===== src/rtl/elevator_call_panel.sv =====
// rtl/elevator_call_panel.sv - debounced call buttons with LED-acknowledged request pulses, retries and faults (optional FLOOR_DISPLAY_EN)
module elevator_call_panel #(
    parameter int DEB_CYCLES   = 4,
    parameter int ACK_TIMEOUT  = 8,
    parameter int MAX_RETRY    = 2,
    parameter int BLINK_CYCLES = 16
) (
    input  logic       clk,
    input  logic       rst,
    input  logic [9:0] btn_raw,
    input  logic       fault_clr,
    input  logic       U1_led,
    input  logic       U2_led,
    input  logic       D2_led,
    input  logic       U3_led,
    input  logic       D3_led,
    input  logic       D4_led,
    input  logic       F1_led,
    input  logic       F2_led,
    input  logic       F3_led,
    input  logic       F4_led,
    output logic       U1,
    output logic       U2,
    output logic       D2,
    output logic       U3,
    output logic       D3,
    output logic       D4,
    output logic       F1,
    output logic       F2,
    output logic       F3,
    output logic       F4,
    output logic       busy,
    output logic [9:0] fault
`ifdef FLOOR_DISPLAY_EN
    ,
    input  logic [1:0] Floor,
    input  logic [1:0] Direction,
    input  logic       door_open,
    output logic [6:0] seg,
    output logic       up_ind,
    output logic       dn_ind
`endif
);

    localparam int CW = $clog2(DEB_CYCLES + 1);
    localparam int TW = $clog2(ACK_TIMEOUT);
    localparam int RW = (MAX_RETRY < 1) ? 1 : $clog2(MAX_RETRY + 1);

    typedef enum logic [1:0] {IDLE, PULSE, WAIT, LOCK} state_t;

    logic [9:0]    sync1_q, sync2_q;
    logic [9:0]    deb_q, deb_prev_q;
    logic [CW-1:0] deb_cnt_q [10];
    logic [9:0]    press;
    logic [9:0]    led;

    state_t        state_q [10];
    logic [TW-1:0] timer_q [10];
    logic [RW-1:0] retry_q [10];
    logic [9:0]    req_q;
    logic [9:0]    active_q;
    logic [9:0]    fault_q;

    assign led   = {F4_led, F3_led, F2_led, F1_led, D4_led, D3_led, U3_led, D2_led, U2_led, U1_led};
    assign press = deb_q & ~deb_prev_q;

    assign {F4, F3, F2, F1, D4, D3, U3, D2, U2, U1} = req_q;
    // active_q already holds each FSM's registered "not IDLE" flag
    assign busy  = |active_q;
    assign fault = fault_q;

    // Two-flop synchronizer for the asynchronous switch inputs
    always_ff @(posedge clk) begin
        if (rst) begin
            sync1_q <= '0;
            sync2_q <= '0;
        end else begin
            sync1_q <= btn_raw;
            sync2_q <= sync1_q;
        end
    end

    // Debounce: level follows sync only after DEB_CYCLES consecutive differing cycles
    always_ff @(posedge clk) begin
        if (rst) begin
            deb_q      <= '0;
            deb_prev_q <= '0;
            for (int i = 0; i < 10; i++) deb_cnt_q[i] <= '0;
        end else begin
            deb_prev_q <= deb_q;
            for (int i = 0; i < 10; i++) begin
                if (sync2_q[i] == deb_q[i]) begin
                    deb_cnt_q[i] <= '0;
                end else if (deb_cnt_q[i] == CW'(DEB_CYCLES - 1)) begin
                    deb_q[i]     <= sync2_q[i];
                    deb_cnt_q[i] <= '0;
                end else begin
                    deb_cnt_q[i] <= deb_cnt_q[i] + CW'(1);
                end
            end
        end
    end

    // Per-button request FSMs with registered pulse, activity and sticky fault outputs
    always_ff @(posedge clk) begin
        if (rst) begin
            req_q    <= '0;
            active_q <= '0;
            fault_q  <= '0;
            for (int i = 0; i < 10; i++) begin
                state_q[i] <= IDLE;
                timer_q[i] <= '0;
                retry_q[i] <= '0;
            end
        end else begin
            for (int i = 0; i < 10; i++) begin
                req_q[i]   <= 1'b0;
                fault_q[i] <= fault_q[i] & ~fault_clr;
                case (state_q[i])
                    IDLE: begin
                        // A lit LED means the controller already holds this call
                        if (press[i] && !led[i]) begin
                            state_q[i]  <= PULSE;
                            retry_q[i]  <= '0;
                            req_q[i]    <= 1'b1;
                            active_q[i] <= 1'b1;
                        end else begin
                            active_q[i] <= 1'b0;
                        end
                    end
                    PULSE: begin
                        state_q[i] <= WAIT;
                        timer_q[i] <= '0;
                    end
                    WAIT: begin
                        if (led[i]) begin
                            state_q[i] <= LOCK;
                        end else if (timer_q[i] == TW'(ACK_TIMEOUT - 1)) begin
                            if (retry_q[i] < RW'(MAX_RETRY)) begin
                                retry_q[i] <= retry_q[i] + RW'(1);
                                state_q[i] <= PULSE;
                                req_q[i]   <= 1'b1;
                            end else begin
                                // Set is written after the clear so it wins a same-cycle fault_clr
                                fault_q[i]  <= 1'b1;
                                state_q[i]  <= IDLE;
                                active_q[i] <= 1'b0;
                            end
                        end else begin
                            timer_q[i] <= timer_q[i] + TW'(1);
                        end
                    end
                    LOCK: begin
                        if (!led[i]) begin
                            state_q[i]  <= IDLE;
                            active_q[i] <= 1'b0;
                        end
                    end
                    default: begin
                        state_q[i]  <= IDLE;
                        active_q[i] <= 1'b0;
                    end
                endcase
            end
        end
    end

`ifdef FLOOR_DISPLAY_EN
    localparam int BW = (BLINK_CYCLES < 2) ? 1 : $clog2(BLINK_CYCLES);

    logic [6:0]    seg_q;
    logic          up_q, dn_q, phase_q;
    logic [BW-1:0] blink_cnt_q;

    assign seg    = seg_q;
    assign up_ind = up_q;
    assign dn_ind = dn_q;

    // Floor digit decode (seg = {g,f,e,d,c,b,a}, active low) and direction blink
    always_ff @(posedge clk) begin
        if (rst) begin
            seg_q       <= 7'h7F;
            up_q        <= 1'b0;
            dn_q        <= 1'b0;
            phase_q     <= 1'b0;
            blink_cnt_q <= '0;
        end else begin
            case (Floor)
                2'd0:    seg_q <= 7'b1111001;
                2'd1:    seg_q <= 7'b0100100;
                2'd2:    seg_q <= 7'b0110000;
                default: seg_q <= 7'b0011001;
            endcase
            if (blink_cnt_q == BW'(BLINK_CYCLES - 1)) begin
                blink_cnt_q <= '0;
                phase_q     <= ~phase_q;
            end else begin
                blink_cnt_q <= blink_cnt_q + BW'(1);
            end
            up_q <= (Direction == 2'b01) && (door_open || phase_q);
            dn_q <= (Direction == 2'b10) && (door_open || phase_q);
        end
    end
`endif

endmodule


===== config.mk =====
export PLATFORM = sky130hd
export DESIGN_NAME = elevator_call_panel
export DESIGN_NICKNAME = d
export VERILOG_FILES = /design/src/rtl/elevator_call_panel.sv
export SDC_FILE = /design/constraint.sdc
export NUM_CORES = 1
export LEC_CHECK = 0
export BUFFER_PORTS_ARGS = -buffer_cell sky130_fd_sc_hd__buf_2
export CAP_MARGIN = 20
export CORE_ASPECT_RATIO = 1.75
export CORE_UTILIZATION = 60
export DETAILED_ROUTE_END_ITERATION = 10
export PLACE_DENSITY = 0.81
export SLEW_MARGIN = 20
export SYNTH_ARGS = -nofsm -noshare
export SYNTH_HDL_FRONTEND = slang
export SYNTH_SLANG_ARGS = --single-unit
export TNS_END_PERCENT = 1

===== constraint.sdc =====
create_clock -name clk -period 5.1 [get_ports clk]
set_clock_uncertainty 0.1 [all_clocks]
set_input_delay 0.51 -clock clk [delete_from_list [all_inputs] [get_ports clk]]
set_output_delay 0.51 -clock clk [all_outputs]
set_load 0.02 [all_outputs]

Yosys cells after proc, flatten, opt, wreduce, memory -nomap -nowiden
Memories as Yosys holds them, arrays and structs flattened.
Index checks and enable logic that the tools add are counted.

word-level totals
  register bits after elaboration = 70
  bits in latches = 0
  memory bits (writable) = 100
  ROM bits = 0
  input port bits = 23
  output and inout port bits = 21
  memories = 4

cells by class
  add/sub/neg operators = 30
  multiply operators = 0
  div/mod/pow operators = 0
  order comparisons = 10
  equality and inequality tests = 100
  shift-type cells = 0
  muxes and demuxes = 662
  bitwise gates (word level) = 153
  reduce and logical (&&, ||, !) cells = 61

memory list
  memory     depth  bits a word  rd ports  clocked after Yosys merged registers in  wr ports  RTL line  source
  deb_cnt_q  10     3            10        0                                        10        53        logic [CW-1:0] deb_cnt_q [10];
  timer_q    10     3            10        0                                        10        58        logic [TW-1:0] timer_q [10];
  retry_q    10     2            10        0                                        10        59        logic [RW-1:0] retry_q [10];
  state_q    10     2            10        0                                        10        57        state_t state_q [10];

operator list
  kind                   number
  $mux W1                512
  $mux W2                80
  $mux W3                50
  $or A1 B1 Y1           130
  $ne A2 B2 Y1 const B   40
  $add A3 B1 Y3 const B  20
  $reduce_and A5 Y1      10
  $eq A2 B2 Y1 const B   20
  $eq A3 B2 Y1 const B   10
  $eq A3 B3 Y1 const B   10
  $pmux W1 S3            10
  $reduce_bool A3 Y1     10
  $add A2 B1 Y2 const B  10
  $eq A2 B1 Y1 const B   10
  $logic_not A2 Y1       10
  $lt A2 B2 Y1 const B   10
  $pmux W1 S2            10
  $reduce_and A2 Y1      10
  $not A1 Y1             11
  $and A1 B1 Y1          10
  $and A10 B10 Y10       1
  $eq A1 B1 Y1           10
  $logic_and A1 B1 Y1    10
  $logic_not A1 Y1       10
  2 further kinds        2

Logic depth before layout (Yosys ltp)
  word-level depth = 13
  gate-level depth with buffers = 7

Least setup slack after synthesis
OpenSTA, ideal clock, no wires.

  path kind = in2reg
  from = in rst
  to = mem state_q[1][0] in the netlist's numbering (enable)
  setup time = 0.296 ns
  data arrival time = 1.768 ns
  slack = 2.936 ns
  stages on the path = 5
  buffers on the path = 1
  cell sequence = buf_6 -> or4b_4 -> or3b_4 -> o41ai_2 -> or3_1

RTL lines
  item         RTL line  source
  from (decl)  9         input logic rst,
  to (decl)    57

==> flow_metrics.tcl <==
set metrics [dict create \
    insertion_delay_ns 0.42 \
    viasPerCell 5.64 \
    cts-resized-gates 0 \
    io_pins 44 \
    first_global_vias 5109 \
    cp-start-kind "primary input" \
    clockBufferDepth 2 \
    fin_tns_setup_ns 0 \
    p_leak_nw 3.51 \
    peakVddDrop_mv 0.275 \
    crit_path_top_delay_cell "nor4b_1" \
    grt_antenna_before_repair 0 \
    crit_fanout 80 \
    cpPeakStageDelay_ns 0.74 \
    worstHoldStart "btn_raw[9]" \
    arrival_ns 2.27 \
    drive_above_1_share_pct 11.7 \
    ys_ff_latch 170 \
    syn_area_per_cell_um2 11.2 \
    period_needed_ns 2.25 \
    netlist_instances 687 \
    cts_made_buffers 17 \
    die_y_um 152 \
    htreeDepth 4 \
    grtUsageTotal_pct 21.8 \
    rsz0062_at_grt "false" \
    ff2ff_path_depth 4 \
    synth_cell_types 54 \
    status "finished clean" \
    cp-end-kind "flop" \
    path_cells "buf_4 -> nor4b_1 -> a32o_1 -> nand2b_1 -> a211o_1" \
    setup_violations 0 \
    rows 54 \
    grt_first_pass_wirelength_um 22400 \
    hold_path_class "in -> reg" \
    hold_viol 0 \
    hold_path_end "sync1_q[9]" \
    slew_violations 0 \
    p_per_area_nw_per_um2 373 \
    drt-initial-drc-count 294 \
    cts_tree "yes" \
    wl_per_cell_um 14.6 \
    hold_path_depth 2 \
    max_freq_mhz 445 \
    setup_slack_ns 2.85 \
    async_flop_share_pct 0 \
    critPathKind "in -> reg" \
    gp_congestion 0.783 \
    synth_edf_count 100 \
    period_share_pct 44.0 \
    reg2reg_to "state_q[0][0]" \
    place_ws_ns 2.47 \
    drt_wl_total_um 13600 \
    yosysSeqAreaShare_pct 57.5 \
    critical_path_required_ns 5.12 \
    cts_setup_buffers 0 \
    path_clk_slew_ns 0.06 \
    cts_root_buf "clkbuf_16" \
    areaGrowthSynthToFinish_pct 12.7 \
    rr_startpoint "state_q[0][0]" \
    grt_max_degree 81 \
    place.port_buffers 43 \
    start_util_pct 61.7 \
    dpl.hpwl_um 9500 \
    synth_area_um2 7670 \
    ant_nets 0 \
    first_pass_iters 5 \
    drc_errors 0 \
    timing.critical_path.buf_inv 1 \
    cts_sinks 170 \
    coreArea_um2 12400 \
    critPathTopFamily "simple AND/OR/NAND/NOR gates" \
    grt_overflow 0 \
    drv_cap 0 \
    ff2ff_setup_slack_ns 2.88 \
    diodes 0 \
    cts_hold_buf 0 \
    die_w_um 87.4 \
    vias 5274 \
    synthFlopType "edfxtp_1" \
    ys_warn_count 0 \
    relSlewSlack_pct 46.2 \
    tightest_slew_ns 0.796 \
    path_depth 5 \
    dieArea_um2 13300 \
    fin_nets 817 \
]
-- synth_stat cells (all sizes together), types with 2 or more instances --
master,n,share of area (%)
a31oi,7,0.57
and2,22,1.8
a211o,8,0.91
ha,40,6.5
nor4,13,1.1
nor2,91,4.5
nand2b,18,1.5
or3,19,1.6
edfxtp,100,39
or4b,6,0.83
a211oi,5,0.49
clkbuf,18,1.0
o21a,5,0.49
nor3b,8,0.78
o211ai,5,0.49
a21oi,38,2.5
a22o,2,0.23
o311ai,2,0.23
a32oi,4,0.46
xnor2,10,1.1
a21o,2,0.20
nand2,26,1.3
and3,5,0.41
nand3b,7,0.69
nor4b,8,0.91
nand3,4,0.26
dfxtp,70,18
inv,31,1.5
mux2i,12,1.6
or2,5,0.41
a32o,2,0.26
nor3,10,0.65
o32a,3,0.39
o21ai,12,0.78
nor2b,44,3.6
buf,7,0.51
or3b,8,0.95
-- kinds of logic (layout without fill, tap and decap cells) --
logic type	count (synthesis)	after routing	share of synthesized area [%]
xor+xnor	10	10	1.14
compound gates	101	101	8.76
flops	170	170	57.5
buf+inv	56	107	3.04
simple gates	297	297	21.5
fa+ha+maj	40	40	6.53
mux	12	12	1.57
other cells	1	30	0.0489
-- final cells by class --
type                            instances  area, um^2
Multi-Input combinational cell        490        3140
Fill cell                             951        3790
Clock buffer                           21         450
Clock inverter                         11        98.8
Inverter                               31         116
Sequential cell                       170        4400
Timing Repair Buffer                   44         225
Tap cell                              168         210
-- layout by cell type, fill, tap and decap left out, drive strengths merged, types with 3 or more instances in the layout --
cell,count
a211o,8
a211oi,5
a21oi,38
a31oi,7
a32oi,4
and2,22
and3,5
buf,44
clkbuf,21
clkinv,6
clkinvlp,3
conb,30
dfxtp,70
edfxtp,100
ha,40
inv,32
mux2i,12
nand2,26
nand2b,18
nand3,4
nand3b,7
nor2,91
nor2b,44
nor3,10
nor3b,8
nor4,13
nor4b,8
o211ai,5
o21a,5
o21ai,12
o32a,3
or2,5
or3,19
or3b,8
or4b,6
xnor2,10
-- report_power, final --
group          internal, mW  total [mW]  switching [mW]
logic                 0.144       0.343           0.199
registers              1.59        1.69           0.103
clock network         0.684        1.19           0.505
-- how the worst max path moves through the flow --
stage | endpoint | from | slack (ns)
6_report | state_q[0][0] | rst | 2.85
5_1_grt | state_q[0][0] | rst | 2.77
4_1_cts | state_q[8][1] | timer_q[8][0] | 2.89
3_5_place_dp | state_q[3][1] | rst | 2.47
3_3_place_gp | state_q[3][0] | rst | 2.49
2_1_floorplan | state_q[1][0] | rst | 2.94
-- stage by stage --
step | total power, mW | std cells | area (um^2) | hold slack, ns | utilization (%)
after detailed placement | 2.05 | 903 | 8090 | 0.326 | 65.1
after CTS | 3.24 | 935 | 8640 | 0.188 | 69.5
after global placement | 2.02 | 903 | 8090 | 0.318 | 65.1
final | 3.22 | 935 | 8640 | 0.201 | 69.5
after floorplan | 1.96 | 716 | 7770 | 0.314 | -
after global routing | 3.36 | 935 | 8640 | 0.197 | 69.5
-- registers in the layout (all words and copies together), names as in the netlist --
name and flops:
deb_cnt_q 30, retry_q 20, deb_q 10, sync2_q 10, state_q 20, fault 10
sync1_q 10, req_q 10, active_q 10, deb_prev_q 10, timer_q 30
-- layer usage --
metal / global-route usage (%) / part of all wire (%)
met5: 0 / 0
met4: 10.7 / 3.2
met1: 23.7 / 40
met2: 39.6 / 53
met3: 4.60 / 4.0
Note: power is estimated with default switching activity, not from simulation.
